--- src/rtl/regfile_pkg.sv ---
// Shared defaults for the register file / busy scoreboard slice.
package regfile_pkg;
  localparam int DEFAULT_DATA_WIDTH  = 32;
  localparam int DEFAULT_ADDR_WIDTH  = 5;
  localparam int DEFAULT_DEBUG_REG_A = 1;
  localparam int DEFAULT_DEBUG_REG_B = 13;
  localparam int ZERO_REG            = 0;
endpackage

--- src/rtl/regfile_if.sv ---
// Register-file port bundle: write port, two read ports, scoreboard control and debug taps.
interface regfile_if #(
  parameter int DATA_WIDTH = regfile_pkg::DEFAULT_DATA_WIDTH,
  parameter int ADDR_WIDTH = regfile_pkg::DEFAULT_ADDR_WIDTH
);
  logic                  ctrl_writeEnable;
  logic [ADDR_WIDTH-1:0] ctrl_writeReg;
  logic [DATA_WIDTH-1:0] data_writeReg;
  logic [ADDR_WIDTH-1:0] ctrl_readRegA;
  logic [ADDR_WIDTH-1:0] ctrl_readRegB;
  logic [DATA_WIDTH-1:0] data_readRegA;
  logic [DATA_WIDTH-1:0] data_readRegB;
  logic                  ctrl_issueEnable;
  logic [ADDR_WIDTH-1:0] ctrl_issueReg;
  logic                  ctrl_flush;
  logic                  busy_readRegA;
  logic                  busy_readRegB;
  logic [ADDR_WIDTH:0]   busy_count;
  logic [DATA_WIDTH-1:0] data_debugA;
  logic [DATA_WIDTH-1:0] data_debugB;

  modport master (
    output ctrl_writeEnable, ctrl_writeReg, data_writeReg,
    output ctrl_readRegA, ctrl_readRegB,
    output ctrl_issueEnable, ctrl_issueReg, ctrl_flush,
    input  data_readRegA, data_readRegB, busy_readRegA, busy_readRegB,
    input  busy_count, data_debugA, data_debugB
  );

  modport slave (
    input  ctrl_writeEnable, ctrl_writeReg, data_writeReg,
    input  ctrl_readRegA, ctrl_readRegB,
    input  ctrl_issueEnable, ctrl_issueReg, ctrl_flush,
    output data_readRegA, data_readRegB, busy_readRegA, busy_readRegB,
    output busy_count, data_debugA, data_debugB
  );
endinterface

--- src/rtl/regfile_busy_tracker.sv ---
// Per-register busy scoreboard with issue/writeback/flush priority and a running busy count.
module regfile_busy_tracker
  import regfile_pkg::*;
#(
  parameter int ADDR_WIDTH = DEFAULT_ADDR_WIDTH
) (
  input  logic                  clock,
  input  logic                  ctrl_reset,
  input  logic                  wr_en,
  input  logic [ADDR_WIDTH-1:0] wr_reg,
  input  logic                  issue_en,
  input  logic [ADDR_WIDTH-1:0] issue_reg,
  input  logic                  flush,
  input  logic [ADDR_WIDTH-1:0] rd_reg_a,
  input  logic [ADDR_WIDTH-1:0] rd_reg_b,
  output logic                  busy_a,
  output logic                  busy_b,
  output logic [ADDR_WIDTH:0]   busy_count
);
  localparam int NUM_REGS = 2 ** ADDR_WIDTH;

  logic [NUM_REGS-1:0] busy;
  logic                set_v;
  logic                clr_v;
  logic                set_new;
  logic                cleared;

  assign set_v = issue_en && (issue_reg != ADDR_WIDTH'(ZERO_REG)) && !flush;
  assign clr_v = wr_en && (wr_reg != ADDR_WIDTH'(ZERO_REG));

  // A clear on the index being re-issued is superseded by the set, so it never counts down.
  assign set_new = set_v && !busy[issue_reg];
  assign cleared = clr_v && busy[wr_reg] && !(set_v && (issue_reg == wr_reg));

  always_ff @(posedge clock or negedge ctrl_reset) begin
    if (!ctrl_reset) begin
      busy       <= '0;
      busy_count <= '0;
    end else if (flush) begin
      busy       <= '0;
      busy_count <= '0;
    end else begin
      if (clr_v) busy[wr_reg]    <= 1'b0;
      if (set_v) busy[issue_reg] <= 1'b1;
      busy_count <= busy_count + (ADDR_WIDTH+1)'(set_new) - (ADDR_WIDTH+1)'(cleared);
    end
  end

  assign busy_a = busy[rd_reg_a] && !(clr_v && (wr_reg == rd_reg_a));
  assign busy_b = busy[rd_reg_b] && !(clr_v && (wr_reg == rd_reg_b));
endmodule

--- src/rtl/regfile_scoreboard.sv ---
// Register file (r0 hardwired to zero) with write-to-read bypass, busy scoreboard and debug taps.
module regfile_scoreboard
  import regfile_pkg::*;
#(
  parameter int DATA_WIDTH  = DEFAULT_DATA_WIDTH,
  parameter int ADDR_WIDTH  = DEFAULT_ADDR_WIDTH,
  parameter int DEBUG_REG_A = DEFAULT_DEBUG_REG_A,
  parameter int DEBUG_REG_B = DEFAULT_DEBUG_REG_B
) (
  input  logic      clock,
  input  logic      ctrl_reset,
  regfile_if.slave  bus
);
  localparam int NUM_REGS = 2 ** ADDR_WIDTH;

  logic [DATA_WIDTH-1:0] regs [1:NUM_REGS-1];
  logic                  wr_valid;

  assign wr_valid = bus.ctrl_writeEnable && (bus.ctrl_writeReg != ADDR_WIDTH'(ZERO_REG));

  always_ff @(posedge clock or negedge ctrl_reset) begin
    if (!ctrl_reset) begin
      for (int i = 1; i < NUM_REGS; i++) regs[i] <= '0;
    end else if (wr_valid) begin
      regs[bus.ctrl_writeReg] <= bus.data_writeReg;
    end
  end

  // Read ports: r0 reads zero, a same-cycle write to the read index is forwarded.
  always_comb begin
    bus.data_readRegA = '0;
    bus.data_readRegB = '0;
    if (bus.ctrl_readRegA != ADDR_WIDTH'(ZERO_REG)) begin
      if (wr_valid && (bus.ctrl_writeReg == bus.ctrl_readRegA))
        bus.data_readRegA = bus.data_writeReg;
      else
        bus.data_readRegA = regs[bus.ctrl_readRegA];
    end
    if (bus.ctrl_readRegB != ADDR_WIDTH'(ZERO_REG)) begin
      if (wr_valid && (bus.ctrl_writeReg == bus.ctrl_readRegB))
        bus.data_readRegB = bus.data_writeReg;
      else
        bus.data_readRegB = regs[bus.ctrl_readRegB];
    end
  end

  generate
    if (DEBUG_REG_A == ZERO_REG) begin : g_dbg_a_zero
      assign bus.data_debugA = '0;
    end else begin : g_dbg_a
      assign bus.data_debugA = regs[DEBUG_REG_A];
    end
    if (DEBUG_REG_B == ZERO_REG) begin : g_dbg_b_zero
      assign bus.data_debugB = '0;
    end else begin : g_dbg_b
      assign bus.data_debugB = regs[DEBUG_REG_B];
    end
  endgenerate

  regfile_busy_tracker #(
    .ADDR_WIDTH (ADDR_WIDTH)
  ) u_busy (
    .clock      (clock),
    .ctrl_reset (ctrl_reset),
    .wr_en      (bus.ctrl_writeEnable),
    .wr_reg     (bus.ctrl_writeReg),
    .issue_en   (bus.ctrl_issueEnable),
    .issue_reg  (bus.ctrl_issueReg),
    .flush      (bus.ctrl_flush),
    .rd_reg_a   (bus.ctrl_readRegA),
    .rd_reg_b   (bus.ctrl_readRegB),
    .busy_a     (bus.busy_readRegA),
    .busy_b     (bus.busy_readRegB),
    .busy_count (bus.busy_count)
  );
endmodule

--- src/flat_wrapper.sv ---
// flat-port wrapper written by rule: the top's interface ports become plain ports
module regfile_scoreboard_flat import regfile_pkg::*;
#(
  parameter int DATA_WIDTH  = DEFAULT_DATA_WIDTH,
  parameter int ADDR_WIDTH  = DEFAULT_ADDR_WIDTH,
  parameter int DEBUG_REG_A = DEFAULT_DEBUG_REG_A,
  parameter int DEBUG_REG_B = DEFAULT_DEBUG_REG_B
)
  (clock, ctrl_reset, bus_ctrl_writeEnable, bus_ctrl_writeReg, bus_data_writeReg, bus_ctrl_readRegA, bus_ctrl_readRegB, bus_ctrl_issueEnable, bus_ctrl_issueReg, bus_ctrl_flush, bus_data_readRegA, bus_data_readRegB, bus_busy_readRegA, bus_busy_readRegB, bus_busy_count, bus_data_debugA, bus_data_debugB);
  regfile_if #(.DATA_WIDTH(DATA_WIDTH), .ADDR_WIDTH(ADDR_WIDTH)) bus_i ();
  input  logic clock;
  input  logic ctrl_reset;
  input wire logic [$bits(bus_i.ctrl_writeEnable)-1:0] bus_ctrl_writeEnable;
  input wire logic [$bits(bus_i.ctrl_writeReg)-1:0] bus_ctrl_writeReg;
  input wire logic [$bits(bus_i.data_writeReg)-1:0] bus_data_writeReg;
  input wire logic [$bits(bus_i.ctrl_readRegA)-1:0] bus_ctrl_readRegA;
  input wire logic [$bits(bus_i.ctrl_readRegB)-1:0] bus_ctrl_readRegB;
  input wire logic [$bits(bus_i.ctrl_issueEnable)-1:0] bus_ctrl_issueEnable;
  input wire logic [$bits(bus_i.ctrl_issueReg)-1:0] bus_ctrl_issueReg;
  input wire logic [$bits(bus_i.ctrl_flush)-1:0] bus_ctrl_flush;
  output wire logic [$bits(bus_i.data_readRegA)-1:0] bus_data_readRegA;
  output wire logic [$bits(bus_i.data_readRegB)-1:0] bus_data_readRegB;
  output wire logic [$bits(bus_i.busy_readRegA)-1:0] bus_busy_readRegA;
  output wire logic [$bits(bus_i.busy_readRegB)-1:0] bus_busy_readRegB;
  output wire logic [$bits(bus_i.busy_count)-1:0] bus_busy_count;
  output wire logic [$bits(bus_i.data_debugA)-1:0] bus_data_debugA;
  output wire logic [$bits(bus_i.data_debugB)-1:0] bus_data_debugB;
  assign bus_i.ctrl_writeEnable = bus_ctrl_writeEnable;
  assign bus_i.ctrl_writeReg = bus_ctrl_writeReg;
  assign bus_i.data_writeReg = bus_data_writeReg;
  assign bus_i.ctrl_readRegA = bus_ctrl_readRegA;
  assign bus_i.ctrl_readRegB = bus_ctrl_readRegB;
  assign bus_i.ctrl_issueEnable = bus_ctrl_issueEnable;
  assign bus_i.ctrl_issueReg = bus_ctrl_issueReg;
  assign bus_i.ctrl_flush = bus_ctrl_flush;
  assign bus_data_readRegA = bus_i.data_readRegA;
  assign bus_data_readRegB = bus_i.data_readRegB;
  assign bus_busy_readRegA = bus_i.busy_readRegA;
  assign bus_busy_readRegB = bus_i.busy_readRegB;
  assign bus_busy_count = bus_i.busy_count;
  assign bus_data_debugA = bus_i.data_debugA;
  assign bus_data_debugB = bus_i.data_debugB;
  regfile_scoreboard #(.DATA_WIDTH(DATA_WIDTH), .ADDR_WIDTH(ADDR_WIDTH), .DEBUG_REG_A(DEBUG_REG_A), .DEBUG_REG_B(DEBUG_REG_B)) u_core (.clock(clock), .ctrl_reset(ctrl_reset), .bus(bus_i));
endmodule
--- config.mk ---
export PLATFORM = sky130hd
export DESIGN_NAME = regfile_scoreboard_flat
export DESIGN_NICKNAME = d
export VERILOG_FILES = /design/src/rtl/regfile_pkg.sv /design/src/rtl/regfile_if.sv /design/src/rtl/regfile_busy_tracker.sv /design/src/rtl/regfile_scoreboard.sv /design/src/flat_wrapper.sv
export SDC_FILE = /design/constraint.sdc
export NUM_CORES = 2
export LEC_CHECK = 0
export CAP_MARGIN = 20
export CORE_ASPECT_RATIO = 1.2
export CORE_MARGIN = 1
export CORE_UTILIZATION = 65
export DETAILED_ROUTE_END_ITERATION = 7
export DONT_BUFFER_PORTS = 1
export PLACE_DENSITY = 0.8
export SETUP_SLACK_MARGIN = 0.02
export SYNTH_ARGS = -nofsm -noshare
export SYNTH_HDL_FRONTEND = slang
export SYNTH_SLANG_ARGS = --single-unit
--- constraint.sdc ---
create_clock -name clock -period 3.8 [get_ports clock]
set_input_delay 0.76 -clock clock [delete_from_list [all_inputs] [get_ports clock]]
set_output_delay 0.76 -clock clock [all_outputs]
set_load 0.03 [all_outputs]
After elaboration in Yosys (flattened, before gate mapping)
Cells that the tools add are included.
{ "word_totals": {"reg_bits": 1030, "input_bits": 57} }
{ "op_classes": {"bitwise_logic": 6, "n_eq_ne": 3, "reduce_logical": 23, "add_sub_neg": 2, "magnitude_cmp": 10, "mux": 30} }
{ "ops": {"columns": ["op", "n"], "rows": [
  ["992-bit bitwise mux", 1],
  ["32-bit two-way mux", 13],
  ["32-bit binary-select mux with 5-bit select", 2],
  ["32-bit demux with 5-bit select", 1],
  ["32-bit bitwise AND", 1],
  ["32-bit inverter", 1],
  ["32-bit OR", 1],
  ["5-bit by 6-bit < comparator with 1-bit output (second input constant)", 4],
  ["1-bit binary-select mux with 5-bit select", 4],
  ["5-bit nonzero test", 4],
  ["6-bit greater-or-equal comparator (second input constant)", 3],
  ["5-bit inverter with 6-bit output", 3],
  ["5-bit == test", 3],
  ["1-bit logical AND", 14],
  ["1-bit demux with 5-bit select", 2],
  ["5-bit by 1-bit greater-or-equal comparator with 1-bit output (second input constant)", 2],
  ["6-bit by 1-bit adder with 6-bit output", 1],
  ["6-bit by 1-bit < comparator with 1-bit output (second input constant)", 1],
  ["1-bit two-way mux", 6],
  ["6-bit two-way mux", 1],
  ["6-bit by 1-bit subtractor with 6-bit output", 1],
  ["1-bit zero test", 5]
]} }

Longest topological paths before layout
{ "depth": {"ltp_word": 11, "depth_mapped": 16, "depth_no_buf": 14} }

Hierarchy
A second synthesis with hierarchy kept.
{ "unflattened": {"cells_unflattened": 4087, "area_unflattened_um2": 57526.4} }
{ "by_module_without_submodules": {"columns": ["mod", "seq_area_each_um2", "area_each_um2", "n_inst", "cells_per_inst"], "rows": [
  ["regfile_scoreboard", 24823.8, 54279.6, 1, 3771],
  ["regfile_busy_tracker", 950.9, 3246.9, 1, 316]
]} }

Worst setup path after synthesis
OpenSTA, ideal clock, no wires.
{ "synth_path": {"kind": "in2out", "startpoint": "in bus_ctrl_writeReg[0]", "endpoint": "out bus_data_readRegB[11]", "setup_slack_ps": 61, "required_time_ps": 3040, "path_stages": 6, "arrival_time_ps": 2979, "path_buffers": 2, "cell_sequence": "buf_4 -> or2_4 -> o41ai_4 -> nor3_2 -> clkbuf_1 -> o41ai_1"} }
{ "synth_between": {"elab_chain_len": 5, "word_cells_on_any_way": 6, "cone_classes": "1 x eq/ne; 2 x mux; 3 x reduce/logical"} }
{ "synth_rtl": {"columns": ["element", "line", "source"], "rows": [
  ["start, declared", "flat_wrapper.sv:14", "input wire logic [$bits(bus_i.ctrl_writeReg)-1:0] bus_ctrl_writeReg;"],
  ["5-bit nonzero test", "regfile_scoreboard.sv:19", "assign wr_valid = bus.ctrl_writeEnable && (bus.ctrl_writeReg != ADDR_WIDTH'(ZERO_REG));"],
  ["1-bit logical AND", "regfile_scoreboard.sv:19", null],
  ["1-bit logical AND (*)", "regfile_scoreboard.sv:40", "if (wr_valid && (bus.ctrl_writeReg == bus.ctrl_readRegB))"],
  ["32-bit two-way mux (*)", "regfile_scoreboard.sv:40", null],
  ["32-bit two-way mux (*)", "regfile_scoreboard.sv:39", "if (bus.ctrl_readRegB != ADDR_WIDTH'(ZERO_REG)) begin"],
  ["end, declared", "flat_wrapper.sv:22", "output wire logic [$bits(bus_i.data_readRegB)-1:0] bus_data_readRegB;"]
]} }
Mark *: on every way between the ends. The rest lies on a longest branch, timed or not.

Final worst setup path
{ "layout_path": {"startpoint": "in bus_ctrl_readRegB[0]", "endpoint": "out bus_data_readRegB[14]"} }
{ "layout_between": {"elab_chain_len": 6, "word_cells_on_any_way": 9, "cone_classes": "1 x eq/ne; 5 x mux; 1 x bitwise; 2 x reduce/logical"} }
{ "layout_rtl": {"columns": ["element", "line", "source"], "rows": [
  ["start, declared", "flat_wrapper.sv:17", "input wire logic [$bits(bus_i.ctrl_readRegB)-1:0] bus_ctrl_readRegB;"],
  ["5-bit inverter with 6-bit output (not written as such)", "regfile_scoreboard.sv:43", "bus.data_readRegB = regs[bus.ctrl_readRegB];"],
  ["32-bit binary-select mux with 5-bit select", "regfile_scoreboard.sv:43", null],
  ["32-bit two-way mux (not written as such) (2 in series)", "regfile_scoreboard.sv:43", null],
  ["32-bit two-way mux", "regfile_scoreboard.sv:40", null],
  ["32-bit two-way mux (*)", "regfile_scoreboard.sv:39", null]
]} }
Mark *: on every way between the ends. The rest lies on a longest branch, timed or not. The select of a mux whose other input is x is not followed.

==> summary.md <==
| Metric | Value |
|---|---|
| Status | `complete, but fails checks` |
| Failing checks | `negative hold slack, negative setup slack` |
| H-tree lvl count | `3` |
| Synth unique cells | `68` |
| Post-synthesis sequential area ratio | `45.3%` |
| Final Power | `33.2 mW` |
| Worst Tran Pin Value | `1.07 ns` |
| DR vias | `39100` |
| First-pass GRT wire length | `274 mm` |
| EDFF count, synth | `0` |
| Mapped cell area | `56900 sq um` |
| Syn Nets | `3988` |
| Yosys top cell by area | `dfrtp_1` |
| DP Worst Slack | `0.217 ns` |
| Final hold violations | `13` |
| Crit path max fanout | `283` |
| Post-route DRC violation count | `0` |
| Period Utilization, post-route | `104%` |
| Startpoint types | `primary input` |
| DR iter-0 viols | `4938` |
| Final Max Tran Viols | `0` |
| Family with the most delay on the worst path | `simple AND/OR/NAND/NOR gates` |
| Worst path cell trace | `nor2b_4, buf_12, a221oi_1, nor3_1, nor2_1, o41ai_2, buf_4` |
| DP HPWL | `109 mm` |
| Final hold slack | `-0.0387 ns` |
| Flop2flop setup slack | `0.53 ns` |
| RSZ-0062 raised after global routing | `true` |
| Starting density of the core | `65.8%` |
| Setup crit end kind | `primary output` |
| # rows | `118` |
| Pin count of the biggest net entering global routing | `1031` |
| Area after DPL | `57700 sq um` |
| Min-Delay Path Class | `primary input to async pin` |
| Clock edge transition at the registers on the reported setup and hold paths | `0.06 ns` |
| Leak | `26.2 nW` |
| Synthesized area per cell | `14.5 sq um` |
| Synth Instances | `3924` |
| Clock Skews | `0.00929 ns` |
| CTS Root Cell | `clkbuf_16` |
| Fraction of registers with async set/reset | `100%` |
| Core area | `86500 sq um` |
| Max VDD drop | `0.000522 V` |
| Yosys warns | `0` |
| Share of cells above drive strength 1 | `51.4%` |
| CTS Buf Count | `104` |
| Placer's final routability congestion estimate | `0.915` |
| WL per Instance | `37.7 um` |
| Drt first pass iters | `6` |
| DR vias/cell | `7.90` |
| Die W | `272 um` |
| Vias in the first global route | `40700` |
| Routed WL | `187 mm` |
| Layout Nets | `3790` |
| Slack of the critical path | `-0.165 ns` |
| Initial antenna violation count | `2` |
| Min Tclk post-route | `3.97 ns` |
| Synth top area cells | `dfrtp_1 (45%), mux2_2 (21%), mux4_2 (18%), buf_2 (1.5%), buf_4 (1.4%)` |
| WP buf/inv | `2` |
| Routed Antenna Nets | `0` |
| Ports | `193` |
| Fmax achieved | `0.252 GHz` |
| P&R area growth vs syn | `8.23%` |
| Placed cell count | `4754` |
| Synthesized flop and latch total | `1030` |
| Share of the synthesized area in the top cell type | `45.3%` |
| Power per Cell Area | `539 nW/um^2` |
| Crit path required time | `3.04 ns` |
| Clk sink count | `1030` |
| Commonest cells post-synth | `mux2_2 (1076), dfrtp_1 (1030), mux4_2 (460)` |
| Aggregate global routing overflow | `0` |
| Final core utilization | `71.2%` |
| Finished Cell Area | `61600 sq um` |
| Worst path arrival time | `3.21 ns` |
| CP peak stage delay | `0.56 ns` |
| Die area | `88800 sq um` |
| CTS tree | `built` |
| Slew HR | `28.9%` |
| Count leader, synth | `mux2_2` |
| Max Buffers Root-to-Sink | `3` |
| Final setup fails | `15` |
| Finished Layout Cells | `4952` |
| Global-route usage over all layers | `42.6%` |
| Clock Latency Late Sink | `0.69 ns` |
| Crit path kind | `primary input to primary output` |
| Die Y-Extent | `326 um` |
| Predominant post-synthesis flop cell | `dfrtp_1` |
| Max-cap violations | `0` |
| Port bufs | `0` |
| Postcts setup bufs | `0` |
| Critical-path top delay cell | `o41ai_2` |
[placed cells by master (no fill, tap or decap), types with 47 or more instances in the layout]
master	synthesis	layout
nor2b_1	51	47
clkbuf_16	0	108
dfrtp_1	1030	1028
mux4_2	460	460
mux2_2	1076	1076
nor2_1	101	83
a21oi_1	57	57
a221oi_1	75	75
a22oi_1	77	77
buf_4	103	153
o21ai_0	66	66
[power breakdown]
| part | internal [mW] | total [mW] | switching [mW] |
|---|---|---|---|
| Sequential | 13.1 | 15.3 | 2.24 |
| Combinational | 4.05 | 6.64 | 2.59 |
| Clock | 6.76 | 11.3 | 4.54 |
[what timing repair did]
action / CTS / global route
pin swaps: 0 / 0
endpoints found under the hold margin: 1030 / 117
setup endpoints to repair: 1 / 2
gates resized for setup: 1 / 2
[sequential cells by signal (all words and copies together), names as in the netlist]
| signal | flops |
|---|---|
| u_core.regs | 928 |
| u_core.u_busy.busy_count | 6 |
| u_core.bus.data_debugA | 32 |
| u_core.u_busy.busy | 32 |
| u_core.bus.data_debugB | 32 |
[area by class of cell]
class / instances / area, sq um
multi-input combinational: 2393 / 28800
sequential: 1030 / 25800
fill: 5552 / 24900
clock buffer: 152 / 3120
timing repair buffer: 183 / 1790
tap: 1140 / 1430
clock inverter: 39 / 637
inverter: 14 / 52.6
antenna: 1 / 2.50
[logic make-up (layout without fill, tap and decap cells)]
| kind of cell | count (synthesis) | after routing | synth area share [%] |
|---|---|---|---|
| flip-flops | 1030 | 1030 | 45.3 |
| buffers and inverters | 501 | 388 | 4.69 |
| other | 0 | 1 | 0 |
| multiplexers | 1590 | 1590 | 40.7 |
| AO/OA/AOI/OAI | 473 | 473 | 6.25 |
| XOR/XNOR | 19 | 19 | 0.292 |
| adder cells (fa/ha/maj) | 7 | 7 | 0.167 |
| AND/OR/NAND/NOR | 304 | 304 | 2.64 |
[final timing paths]
kind | endpoint | depth (start not counted) | startpoint
worst min-delay path | u_core.bus.data_debugA[0]$_DFFE_PN0P_ | 1 | ctrl_reset
max in group asynchronous | u_core.regs[181]$_DFFE_PN0P_ | 3 | ctrl_reset
worst max register to register | u_core.u_busy.busy_count[5]$_DFF_PN0_ | 12 | u_core.u_busy.busy[4]$_DFF_PN0_
min in group clock | u_core.u_busy.busy[3]$_DFF_PN0_ | 1 | bus_ctrl_flush
worst min register to register | u_core.regs[145]$_DFFE_PN0P_ | 1 | u_core.regs[145]$_DFFE_PN0P_
worst max-delay path | bus_data_readRegB[14] | 7 | bus_ctrl_readRegB[0]
[worst reg2reg max path, delay by kind of cell (launching register included)]
| kind | cells | cell delay (ns) |
|---|---|---|
| muxes | 3 | 1.08 |
| buffers and inverters | 1 | 0.04 |
| DFF | 1 | 0.45 |
| AOI/OAI and AO/OA | 6 | 1.06 |
| adders and majority gates | 2 | 0.50 |
[through the flow]
step | hold slack (ns) | TNS, ns
3_5_place_dp | 0.501 | 0
4_1_cts | -0.227 | 0
3_3_place_gp | 0.483 | 0
2_1_floorplan | 0.464 | 0
6_report | -0.0387 | -0.840
5_1_grt | 0.0599 | 0
[layer usage]
metal / share of wire, % / up-vias / track usage [%]
met5: 0 / - / 0
met3: 12 / 810 / 13.3
met1: 35 / 20600 / 53.7
met4: 7.9 / 0 / 29.8
met2: 45 / 2901 / 63.0
li1: - / 14800 / -
Note: power is estimated with default switching activity, not from simulation.
